$ cat config.mk
export PLATFORM = sky130hd
export DESIGN_NAME = mem_arbiter
export DESIGN_NICKNAME = d
export VERILOG_FILES = /design/src/rtl/mem_arbiter.sv
export SDC_FILE = /design/constraint.sdc
export NUM_CORES = 1
export LEC_CHECK = 0
export ABC_AREA = 1
export CAP_MARGIN = 20
export CELL_PAD_IN_SITES_DETAIL_PLACEMENT = 1
export CELL_PAD_IN_SITES_GLOBAL_PLACEMENT = 1
export CORE_MARGIN = 2
export CORE_UTILIZATION = 28
export DETAILED_ROUTE_END_ITERATION = 16
export GPL_TIMING_DRIVEN = 0
export PLACE_DENSITY_LB_ADDON = 0.15
export SETUP_SLACK_MARGIN = 0.15
export SYNTH_ARGS = -nofsm -noshare
export SYNTH_HDL_FRONTEND = slang
export SYNTH_SLANG_ARGS = --single-unit
$ cat constraint.sdc
create_clock -name clk -period 2.9 [get_ports clk]
set_clock_uncertainty 0.15 [all_clocks]
set_input_delay 0.58 -clock clk [delete_from_list [all_inputs] [get_ports clk]]
set_output_delay 0.58 -clock clk [all_outputs]
set_load 0.05 [all_outputs]
$ cat src/rtl/mem_arbiter.sv
// mem_arbiter
//   Two-master round-robin arbiter in front of a single-port synchronous
//   memory. Port 0 is the core and port 1 is the loader/debug master. A
//   granted request is latched into the memory output registers. One access
//   is issued, and the ack and read data come back one cycle later.
//
// Ports
//   clk, reset             clock; synchronous active-high reset
//   reqN, weN              request / write select for port N
//   addrN                  byte address (bits [1:0] ignored)
//   wdataN, wmaskN         write data and byte-lane enables
//   ackN, errN             one-cycle completion pulse; errN = out of range
//   rdataN                 read data, held until port N's next read completes
//   busy                   high while an access is in ISSUE or RESP
//   mem_en, mem_we         registered memory strobe / write enable
//   mem_addr, mem_wdata,   registered word address, write data, byte mask
//   mem_wmask
//   mem_rdata              memory read data, valid the cycle after mem_en
module mem_arbiter #(
  parameter int DATA_W    = 32,
  parameter int MEM_WORDS = 1024,
  localparam int MW_A     = $clog2(MEM_WORDS),
  localparam int MASK_W   = DATA_W / 8
) (
  input  logic              clk,
  input  logic              reset,
  input  logic              req0,
  input  logic              req1,
  input  logic              we0,
  input  logic              we1,
  input  logic [31:0]       addr0,
  input  logic [31:0]       addr1,
  input  logic [DATA_W-1:0] wdata0,
  input  logic [DATA_W-1:0] wdata1,
  input  logic [MASK_W-1:0] wmask0,
  input  logic [MASK_W-1:0] wmask1,
  output logic              ack0,
  output logic              ack1,
  output logic [DATA_W-1:0] rdata0,
  output logic [DATA_W-1:0] rdata1,
  output logic              err0,
  output logic              err1,
  output logic              busy,
  output logic              mem_en,
  output logic              mem_we,
  output logic [MW_A-1:0]   mem_addr,
  output logic [DATA_W-1:0] mem_wdata,
  output logic [MASK_W-1:0] mem_wmask,
  input  logic [DATA_W-1:0] mem_rdata
);

  typedef enum logic [1:0] {S_IDLE, S_ISSUE, S_RESP} state_t;

  state_t            r_state;
  state_t            w_state_next;
  logic              r_last_grant;
  logic              r_port;       // port owning the access in flight
  logic              r_we;
  logic              r_err_pend;
  logic [DATA_W-1:0] r_hold [2];
  logic              r_mem_en;
  logic              r_mem_we;
  logic [MW_A-1:0]   r_mem_addr;
  logic [DATA_W-1:0] r_mem_wdata;
  logic [MASK_W-1:0] r_mem_wmask;

  logic [1:0]        w_req_elig;
  logic              w_grant;
  logic              w_win;
  logic [31:0]       w_sel_addr;
  logic              w_sel_we;
  logic [DATA_W-1:0] w_sel_wdata;
  logic [MASK_W-1:0] w_sel_wmask;
  logic              w_in_range;
  logic              w_capture;
  logic [DATA_W-1:0] w_resp_data;
  logic [1:0]        w_ack;
  logic [DATA_W-1:0] w_rdata [2];
  logic              w_unused;

  // Byte-offset bits never reach the word-addressed memory.
  assign w_unused = ^{addr0[1:0], addr1[1:0]};

  // Arbitration. The port being answered in RESP is masked so that the
  // other port can be granted in the same cycle. No grant is made in ISSUE.
  always_comb begin
    w_req_elig = {req1, req0};
    if (r_state == S_RESP) begin
      w_req_elig[r_port] = 1'b0;
    end
    w_grant = 1'b0;
    w_win   = 1'b0;
    if ((r_state != S_ISSUE) && (|w_req_elig)) begin
      w_grant = 1'b1;
      if (&w_req_elig) begin
        w_win = ~r_last_grant;
      end else begin
        w_win = w_req_elig[1];
      end
    end

    w_state_next = r_state;
    case (r_state)
      S_IDLE:  if (w_grant) w_state_next = S_ISSUE;
      S_ISSUE: w_state_next = S_RESP;
      S_RESP:  w_state_next = w_grant ? S_ISSUE : S_IDLE;
      default: w_state_next = S_IDLE;
    endcase
  end

  assign w_sel_addr  = w_win ? addr1  : addr0;
  assign w_sel_we    = w_win ? we1    : we0;
  assign w_sel_wdata = w_win ? wdata1 : wdata0;
  assign w_sel_wmask = w_win ? wmask1 : wmask0;
  assign w_in_range  = ({2'b00, w_sel_addr[31:2]} < 32'(MEM_WORDS));

  // Reads and errors refresh the hold register; writes leave it alone.
  assign w_capture   = (r_state == S_RESP) && (!r_we || r_err_pend);
  assign w_resp_data = r_err_pend ? '0 : mem_rdata;

  // The memory registers are loaded at the grant edge, so the access is
  // already on the bus during ISSUE and the strobe falls again after it.
  always_ff @(posedge clk) begin
    if (reset) begin
      r_state      <= S_IDLE;
      r_last_grant <= 1'b1;
      r_port       <= 1'b0;
      r_we         <= 1'b0;
      r_err_pend   <= 1'b0;
      r_hold[0]    <= '0;
      r_hold[1]    <= '0;
      r_mem_en     <= 1'b0;
      r_mem_we     <= 1'b0;
      r_mem_addr   <= '0;
      r_mem_wdata  <= '0;
      r_mem_wmask  <= '0;
    end else begin
      r_state  <= w_state_next;
      r_mem_en <= 1'b0;
      r_mem_we <= 1'b0;
      if (w_grant) begin
        r_last_grant <= w_win;
        r_port       <= w_win;
        r_we         <= w_sel_we;
        r_err_pend   <= ~w_in_range;
        r_mem_en     <= w_in_range;
        r_mem_we     <= w_in_range & w_sel_we;
        r_mem_addr   <= w_sel_addr[MW_A+1:2];
        r_mem_wdata  <= w_sel_wdata;
        r_mem_wmask  <= w_sel_wmask;
      end
      if (w_capture) begin
        r_hold[r_port] <= w_resp_data;
      end
    end
  end

  for (genvar gi = 0; gi < 2; gi++) begin : g_port
    assign w_ack[gi]   = (r_state == S_RESP) && (r_port == 1'(gi));
    assign w_rdata[gi] = (w_ack[gi] && w_capture) ? w_resp_data : r_hold[gi];
  end

  assign ack0      = w_ack[0];
  assign ack1      = w_ack[1];
  assign err0      = w_ack[0] & r_err_pend;
  assign err1      = w_ack[1] & r_err_pend;
  assign rdata0    = w_rdata[0];
  assign rdata1    = w_rdata[1];
  assign busy      = (r_state != S_IDLE);
  assign mem_en    = r_mem_en;
  assign mem_we    = r_mem_we;
  assign mem_addr  = r_mem_addr;
  assign mem_wdata = r_mem_wdata;
  assign mem_wmask = r_mem_wmask;

endmodule

-- Word level (Yosys, flattened, before mapping)
Memories as Yosys holds them, arrays and structs flattened.
Cells that the tools add are included.
- memories kept: 1
- RAM bits: 64
- input bits: 174
- bits in registers: 54
- word-level logic and storage cells: 66
- memory list (memory ; depth ; bits a word ; read ports ; clocked after Yosys merged registers in ; wr ports ; RTL line ; RTL):
    r_hold ; 2 ; 32 ; 2 ; 0 ; 2 ; 60 ; logic [DATA_W-1:0] r_hold [2];
- equality and inequality tests: 4
- bitwise operators: 9
- muxes and demuxes: 24
- magnitude comparators: 3
- reductions and logical operators: 15
- operator list (cell ; count):
    $mux W32 ; 6
    $reduce_or A32 Y1 ; 1
    $lt A30 B11 Y1 const B ; 1
    $mux W1 ; 13
    $logic_and A1 B1 Y1 ; 7
    $pmux W2 S3 ; 1
    $mux W2 ; 2
    $mux W4 ; 1
    $not A1 Y1 ; 4
    $reduce_or A2 Y1 ; 2
    $and A1 B1 Y1 ; 3
    $and A2 B2 Y2 ; 1
    $eq A2 B1 Y1 const B ; 1
    $eq A2 B2 Y1 const B ; 1
    $logic_not A2 Y1 ; 1
    $lt A1 B2 Y1 const B ; 1
    $ne A2 B1 Y1 const B ; 1
    $ne A2 B2 Y1 const B ; 1
    $not A2 Y2 ; 1
    $reduce_and A2 Y1 ; 1
    $reduce_bool A2 Y1 ; 1
    $demux W1 S1 ; 1
    $ge A1 B1 Y1 const B ; 1
    $logic_not A1 Y1 ; 1
    $logic_or A1 B1 Y1 ; 1

-- Depth between registers and ports, before layout
Gate-level depths: netlist of run 1.
- depth in word-level cells: 13
- depth in mapped cells: 13

-- Worst setup path after synthesis of run 1
Ideal clock, no wire load.
- path kind: reg2out
- start point: reg r_state[1]
- end point: out rdata0[13]
- arrival time: 2.157 ns
- cell stages (with the launch flop): 9
- setup slack: 0.013 ns
- path buffers: 2
- cell sequence: dfxtp_1 -> inv_1 -> nor2_2 -> nand2_2 -> nor2_1 -> inv_1 -> buf_2 -> clkbuf_1 -> o21ai_0
- longest elaborated chain between the ends: 4
- elaborated cells between the ends (all ways): 5
- ends and longest elaborated chain (element ; RTL line ; RTL):
    start: declaration ; 54 ; state_t r_state;
    start signal: assignment ; 138 ; r_state <= w_state_next;
    $eq A2 B2 Y1 * ; 118, 159 ;
    $logic_and A1 B1 Y1 (on tied branches) ; 159, 118 ;
    $logic_and A1 B1 Y1 * ; 160 ; assign w_rdata[gi] = (w_ack[gi] && w_capture) ? w_resp_data : r_hold[gi];
    $mux W32 * ; 160 ;
    end: declaration ; 39 ; output logic [DATA_W-1:0] rdata0,
Mark *: on every way between the ends. The rest lies on a longest branch, timed or not.

-- Final worst setup path of run 1
- start point: reg r_err_pend
- end point: out rdata1[23]
- longest elaborated chain between the ends: 4
- elaborated cells between the ends (all ways): 5
- ends and longest elaborated chain (element ; RTL line ; RTL):
    start: declaration ; 59 ; logic r_err_pend;
    start signal: assignment ; 145 ; r_err_pend <= ~w_in_range;
    $logic_or A1 B1 Y1 ; 118 ; assign w_capture = (r_state == S_RESP) && (!r_we || r_err_pend);
    $logic_and A1 B1 Y1 ; 118 ;
    $logic_and A1 B1 Y1 ; 160 ;
    $mux W32 * ; 160 ;
    end: declaration ; 40 ; output logic [DATA_W-1:0] rdata1,
Marks and branches as above.

==> results of run 1 <==
layout make-up:
| class | count | area, µm² |
|---|---|---|
| Buffer | 48 | 316.6 |
| Clock buffer | 17 | 425.4 |
| Clock inverter | 14 | 198.9 |
| Fill cell | 2592 | 11190 |
| Inverter | 63 | 236.5 |
| Multi-Input combinational cell | 575 | 2435 |
| Sequential cell | 118 | 3007 |
| Tap cell | 275 | 344.1 |
| Timing Repair Buffer | 287 | 2673 |
metrics by stage:
| stage | utilization (%) | power [mW] | instances |
|---|---|---|---|
| after global routing | 46.27 | 6.067 | 1397 |
| after CTS | 45.94 | 5.846 | 1397 |
| final | 46.27 | 5.792 | 1397 |
| after detailed placement | 43.67 | 3.597 | 1365 |
| after floorplan | - | 2.919 | 804 |
| after global placement | 43.65 | 3.581 | 1365 |
how the worst min path moves through the flow:
stage / startpoint / endpoint / slack, ns / depth (start not counted)
global placement: r_last_grant / r_last_grant / 0.29 / 2
detailed placement: r_last_grant / r_last_grant / 0.30 / 2
CTS: r_last_grant / r_last_grant / 0.32 / 2
finish: r_last_grant / r_last_grant / 0.31 / 2
floorplan: r_last_grant / r_last_grant / 0.28 / 2
global route: r_last_grant / r_last_grant / 0.32 / 2
routing by layer:
| metal | part of all wire (%) | track usage (%) |
|---|---|---|
| met1 | 40 | 21.54 |
| met2 | 50 | 33.20 |
| met3 | 8.3 | 6.789 |
| met4 | 1.9 | 6.524 |
| met5 | 0.057 | 0 |
synth_stat cells, types with 2 or more instances:
cell type	instances	area, µm²
inv_1	60	225.2
buf_4	4	30.03
clkbuf_1	24	90.09
buf_6	7	78.83
nor3_1	5	25.02
nand3_1	51	255.2
dfxtp_1	54	1081
a21oi_1	3	15.01
o21ai_0	65	325.3
nor2_2	12	75.07
nor2_1	173	649.4
nand2_1	258	968.4
edfxtp_1	64	1922
inv_2	2	7.510
nand2_4	2	22.52
buf_2	13	65.06
nand2_2	2	12.51
worst max-delay path, cell delays in order, from the launching register on:
cell      delay [ns]
dfxtp_1         0.32
clkinv_1        0.17
clkbuf_2        0.36
nand2_1         0.18
o21ai_0         0.21
buf_2           0.30
flip-flops by register name, indices dropped and copies added, names as in the netlist:
register and cells:
mem_wmask 4, r_we 1, r_last_grant 1, r_err_pend 1
r_port 1, mem_addr 10, r_hold 64, mem_en 1
mem_wdata 32, mem_we 1, r_state 2
logic make-up after synthesis:
group | share of synthesized area [%]
flip-flops | 51.05
AND/OR/NAND/NOR | 34.65
buffers and inverters | 8.509
AO/OA/AOI/OAI | 5.786
where the power goes:
part | internal (mW) | switching (mW) | total, mW
clock network | 1.44 | 0.809 | 2.25
registers | 1.89 | 0.0572 | 1.95
logic | 0.587 | 1.00 | 1.59
total | 3.92 | 1.87 | 5.79
repair_timing:
item                                    CTS  global route
endpoints found under the setup margin   66            62
setup buffers                             1             0
gates cloned                              0             0
pin swaps                                 1             2
resized for setup                       447            56
==> results by group, run 1 <==
Setup path
  – Worst R2R Path Depth: 7
  – Critical path launch point type: flop
  – Arrival @ worst endpoint: 1.94 ns
  – Critical path capture point: rdata1[23]
  – Max FO, Critical Path: 10
  – Crit end category: output pin
  – WS Path Type: reg -> out
  – Reg-to-reg startpoint: r_state[0]
  – Crit path launch: r_err_pend
  – FF-to-FF setup slack: 0.60 ns
  – WP data required: 2.17 ns
  – RR Endpoint: r_hold[1][15]

Place
  – Post-place setup slack: -0.2268 ns
  – GPL Wtd Cong: 0.7535
  – Dpl cell area: 9094 µm²
  – DP Wirelength: around 16000 µm
  – IO Port Bufs: about 290

Floorplan
  – I/O pin count: around 290
  – Die Y: 148.9 µm
  – Rows: 53
  – Die ar.: between 20000 and 25000 µm²
  – Placeable Area: 20820 µm²
  – Starting Density: 28.25%
  – Horiz. Die Dim: 148.9 µm

Synth
  – Synthesized Nets: 978
  – Synth async-reset ratio: 0%
  – Main flop type after synthesis: edfxtp_1
  – Avg Inst Size Synth: 7.316 µm²
  – Count of cell types in the netlist: 22
  – EDFF count, synth: 64
  – Cell Area, Synth: approximately 5900 µm²
  – Synthesized flop and latch total: between 100 and 150
  – Synthesized netlist cell count: 804
  – Yosys warning total: 0
  – Sequential-to-total area share from yosys stat: 51.05%

Route
  – Starting DRT DRC Count: about 160
  – # DRC: 0
  – Final ANT Viol Nets: 0
  – Vias per inst: 4.411
  – Final WL: approximately 21000 µm
  – Drt first pass iters: 4
  – Vias: 6162
  – Post-DR wirelength/cell: between 15 and 20 µm

Clock tree
  – Num CTS Buffers: 17
  – H-tree levels: 4
  – CTS clk-pin slew, worst paths: 0.05 ns
  – CTS Hold Bufs: 0
  – Root buffer cell: clkbuf_16
  – # clock sinks: 118
  – TritonCTS clock tree: yes
  – Max Root-Sink Buffers: 2
  – Clk Latency, worst-skew pair: 0.41 ns

Pwr
  – Pwr dens: 601.1 nW/µm²
  – Worst vdd ir: 0.3683 mV
  – Leak: 4.427 nW

Timing
  – Fin crit share: 92.12%
  – Worst-margin pin slew: 0.8508 ns
  – WHS: 0.3107 ns
  – Final Hold Fails: 0
  – Tmin final: 2.672 ns
  – RSZ-0062 raised after global routing: no
  – Final WS setup: 0.2284 ns
  – Setup TNS: 0 ns
  – Max-slew violation count: 0
  – Normalized max-slew margin: 43.08%
  – # setup viols final: 0
  – Fmax: 0.3743 GHz

Global routing
  – First-pass GRT wire length: 32730 µm
  – Total congestion overflow: 0
  – Total track usage: 19.02%
  – Initial antenna violation count: 1
  – Vias in the first global route: 6276
  – Largest net degree at the start of global routing: 33

Cells and area
  – Area growth from synthesis to layout: 63.82%
  – Layout cell share with drive strength beyond 1: between 10 and 15%
  – Most common cell after layout, fill and taps aside: nand2_1
  – Antenna cells: 0
  – Design Area, Final: around 9600 µm²
  – Most frequent cells in the layout: 256 x nand2_1, 220 x clkdlybuf4s50_1, 170 x nor2_1
  – Nets@finish: 1284

Min path
  – Worst min-delay path class: reg -> reg

Flow run
  – Number of max-cap violations: 0

Outcome
  – Outcome: completed
Power figures use the tool's default switching activity.
==> run 2, diff against run 1 <==
--- a/config.mk
+++ b/config.mk
@@ -10,7 +10,7 @@
 export CELL_PAD_IN_SITES_DETAIL_PLACEMENT = 1
 export CELL_PAD_IN_SITES_GLOBAL_PLACEMENT = 1
 export CORE_MARGIN = 2
-export CORE_UTILIZATION = 28
+export CORE_UTILIZATION = 25
 export DETAILED_ROUTE_END_ITERATION = 16
 export GPL_TIMING_DRIVEN = 0
 export PLACE_DENSITY_LB_ADDON = 0.15
==> constraint.sdc (replaced) <==
create_clock -name clk -period 2.2 [get_ports clk]
set_clock_uncertainty 0.15 [all_clocks]
set_input_delay 0.44 -clock clk [delete_from_list [all_inputs] [get_ports clk]]
set_output_delay 0.44 -clock clk [all_outputs]
set_load 0.05 [all_outputs]
==> run 2 against run 1 <==
Net effect: the flow now finishes with violations (setup timing); critical endpoint is now rdata1[26]; critical path type unchanged; worst hold slack worse by 0.0044 ns; via count increased by 3.1%; sequential share of layout area shrank 4.1 points; final cell count increased by 4.7%.
==> results by group, run 2 (synthesized netlist as in run 1, its figures left out) <==
Setup path
  – CP delay by family, top: buffers and inverters
  – WP data required: 1.61 ns
  – Slowest Stage Delay on Critical Path: 0.33 ns
  – Arrival @ worst endpoint: ~1.8 ns
  – Buffers & Inverters on Critical Path: 5
  – Critical-path top delay cell: dfxtp_2
  – WS Path Type: reg -> out
  – Max FO, Critical Path: 9
  – Crit end category: output pin
  – Critical path launch point type: flop
  – Crit path cell chain: inv_2 > nand3_4 > nor2_4 > clkinv_4 > buf_8 > buf_12 > o21ai_4 > buf_6

Pwr
  – Clk network pwr share: 37.8%
  – Total power: a little under 8 mW
  – Internal Power: roughly 5.3 mW
  – Combinational cell fraction of total power: between 20% and 30%
  – Leak: 5.060 nW
  – Reg power frac: 32.6%
  – Sw Share: 33.22%
  – Worst vdd ir: 0.4687 mV
  – Pwr dens: 712.6 nW/µm²
  – Switch Pwr: 2.626 mW

Timing
  – WHS: 0.3064 ns
  – Fin crit share: 110.6%
  – RSZ-0062 raised after global routing: yes
  – # setup viols final: 64
  – Max-slew violation count: 0
  – Tmin final: 2.433 ns
  – Worst-margin pin slew: 0.6176 ns
  – Fmax: 0.4110 GHz
  – Final Hold Fails: 0
  – Normalized max-slew margin: 58.99%
  – Final WS setup: -0.2329 ns

Cells and area
  – Max reg flops: 64
  – FILL cells: 2748
  – Most frequent cells in the layout: 214 x nand2_1, 169 x nor2_1, 169 x clkdlybuf4s50_1
  – Design Area, Final: between 10000 and 15000 µm²
  – Multi-input logic area: 3088 µm²
  – Reg area: 3012 µm²
  – Most common cell after layout, fill and taps aside: nand2_1
  – Nets@finish: approximately 1300
  – Largest reg by FF count: r_hold
  – Area growth from synthesis to layout: 88.62%
  – Layout cell share with drive strength beyond 1: 26.09%

Place
  – Post-place setup slack: -0.9184 ns
  – DP Wirelength: 16640 µm
  – GPL Wtd Cong: 0.7466
  – IO Port Bufs: 286
  – Dpl cell area: 9393 µm²

Global routing
  – First-pass GRT wire length: 35220 µm
  – Vias in the first global route: 6608
  – Initial antenna violation count: 2
  – Total congestion overflow: 0
  – Largest net degree at the start of global routing: 33
  – Total track usage: 18.54%

Clock tree
  – Root buffer cell: clkbuf_16
  – CTS clk-pin slew, worst paths: 0.05 ns
  – TritonCTS clock tree: yes
  – H-tree levels: 4
  – Num CTS Buffers: 17
  – Clk Latency, worst-skew pair: 0.41 ns
  – # clock sinks: 118
  – Max Root-Sink Buffers: 2

Floorplan
  – Die Y: 157.4 µm
  – Die ar.: 24770 µm²
  – Placeable Area: 23260 µm²
  – Starting Density: about a quarter
  – I/O pin count: 291
  – Horiz. Die Dim: ~160 µm
  – Rows: 56

Min path
  – Worst min-delay path class: reg -> reg

Outcome
  – Violated checks: setup timing
  – Outcome: complete, but fails checks

Route
  – Final ANT Viol Nets: 0
  – # DRC: 0
  – Final WL: 23330 µm
  – Starting DRT DRC Count: 215
  – Post-DR wirelength/cell: 15.95 µm
  – Vias: between 6000 and 7000
  – Drt first pass iters: 4
  – Vias per inst: 4.344

Flow run
  – Number of max-cap violations: 0
run 2: cell types whose count changed in the layout (fill, tap and decap cells not counted), moves of 30 or more:
cell,before,now
dlygate4sd2_1,0,48
o21ai_4,0,36
o21ai_0,35,1
nand2_2,3,33
buf_6,19,60
nand2_1,256,214
clkdlybuf4s50_1,220,169
run 2: timing repair:
item                       in CTS  in global routing
setup endpoints to repair     181                157
buffers inserted                6                  6
resized for setup             659                 96
cloned                          5                  3
pin swaps                       6                  8
hold buffers                    0                  0
run 2: final timing paths:
| kind | from | to | slack (ns) | depth (start not counted) |
|---|---|---|---|---|
| setup / recovery | r_state[0] | rdata1[26] | -0.23 | 8 |
| hold / removal | r_last_grant | r_last_grant | 0.31 | 2 |
| hold reg to reg | r_last_grant | r_last_grant | 0.31 | 2 |
| setup reg to reg | r_state[0] | r_hold[1][28] | 0.20 | 8 |
run 2: power by group through the flow:
stage	clock network [mW]	registers, mW	logic [mW]
2_1_floorplan	0	2.95	0.974
3_3_place_gp	0	2.61	2.20
3_5_place_dp	0	2.61	2.21
4_1_cts	3.04	2.57	2.29
5_1_grt	3.12	2.60	2.52
6_report	2.99	2.58	2.34
run 2: final cells by class:
| class | instances | share of cell area (%) |
|---|---|---|
| Clock buffer | 18 | 3.868 |
| Clock inverter | 14 | 1.804 |
| Timing Repair inverter | 1 | 0.1466 |
| Sequential cell | 118 | 27.15 |
| Timing Repair Buffer | 305 | 28.79 |
| Inverter | 63 | 2.267 |
| Buffer | 48 | 4.500 |
| Tap cell | 319 | 3.598 |
| Antenna cell | 2 | 0.04511 |
| Multi-Input combinational cell | 575 | 27.83 |
run 2: per-layer routing:
metal  GRT usage [%]  wire, µm  up-vias
li1                -         -     3180
met1           19.90      9053     2956
met2           34.02     12040      187
met3           6.470      1765       30
met4           5.714       456        2
met5               0        13        -
run 2: stage by stage:
step	instances	utilization (%)	setup TNS (ns)
CTS	1452	45.83	-12.68
global route	1461	47.67	-14.12
global placement	1409	40.37	-90.83
detailed placement	1409	40.38	-78.78
finish	1463	47.69	-9.637
floorplan	804	-	-1.705
run 2: tightest hold or removal path: cells and delay by family (launching register included):
kind             cells  cell delay, ns
DFF                  1            0.32
and+or+nand+nor      2            0.10
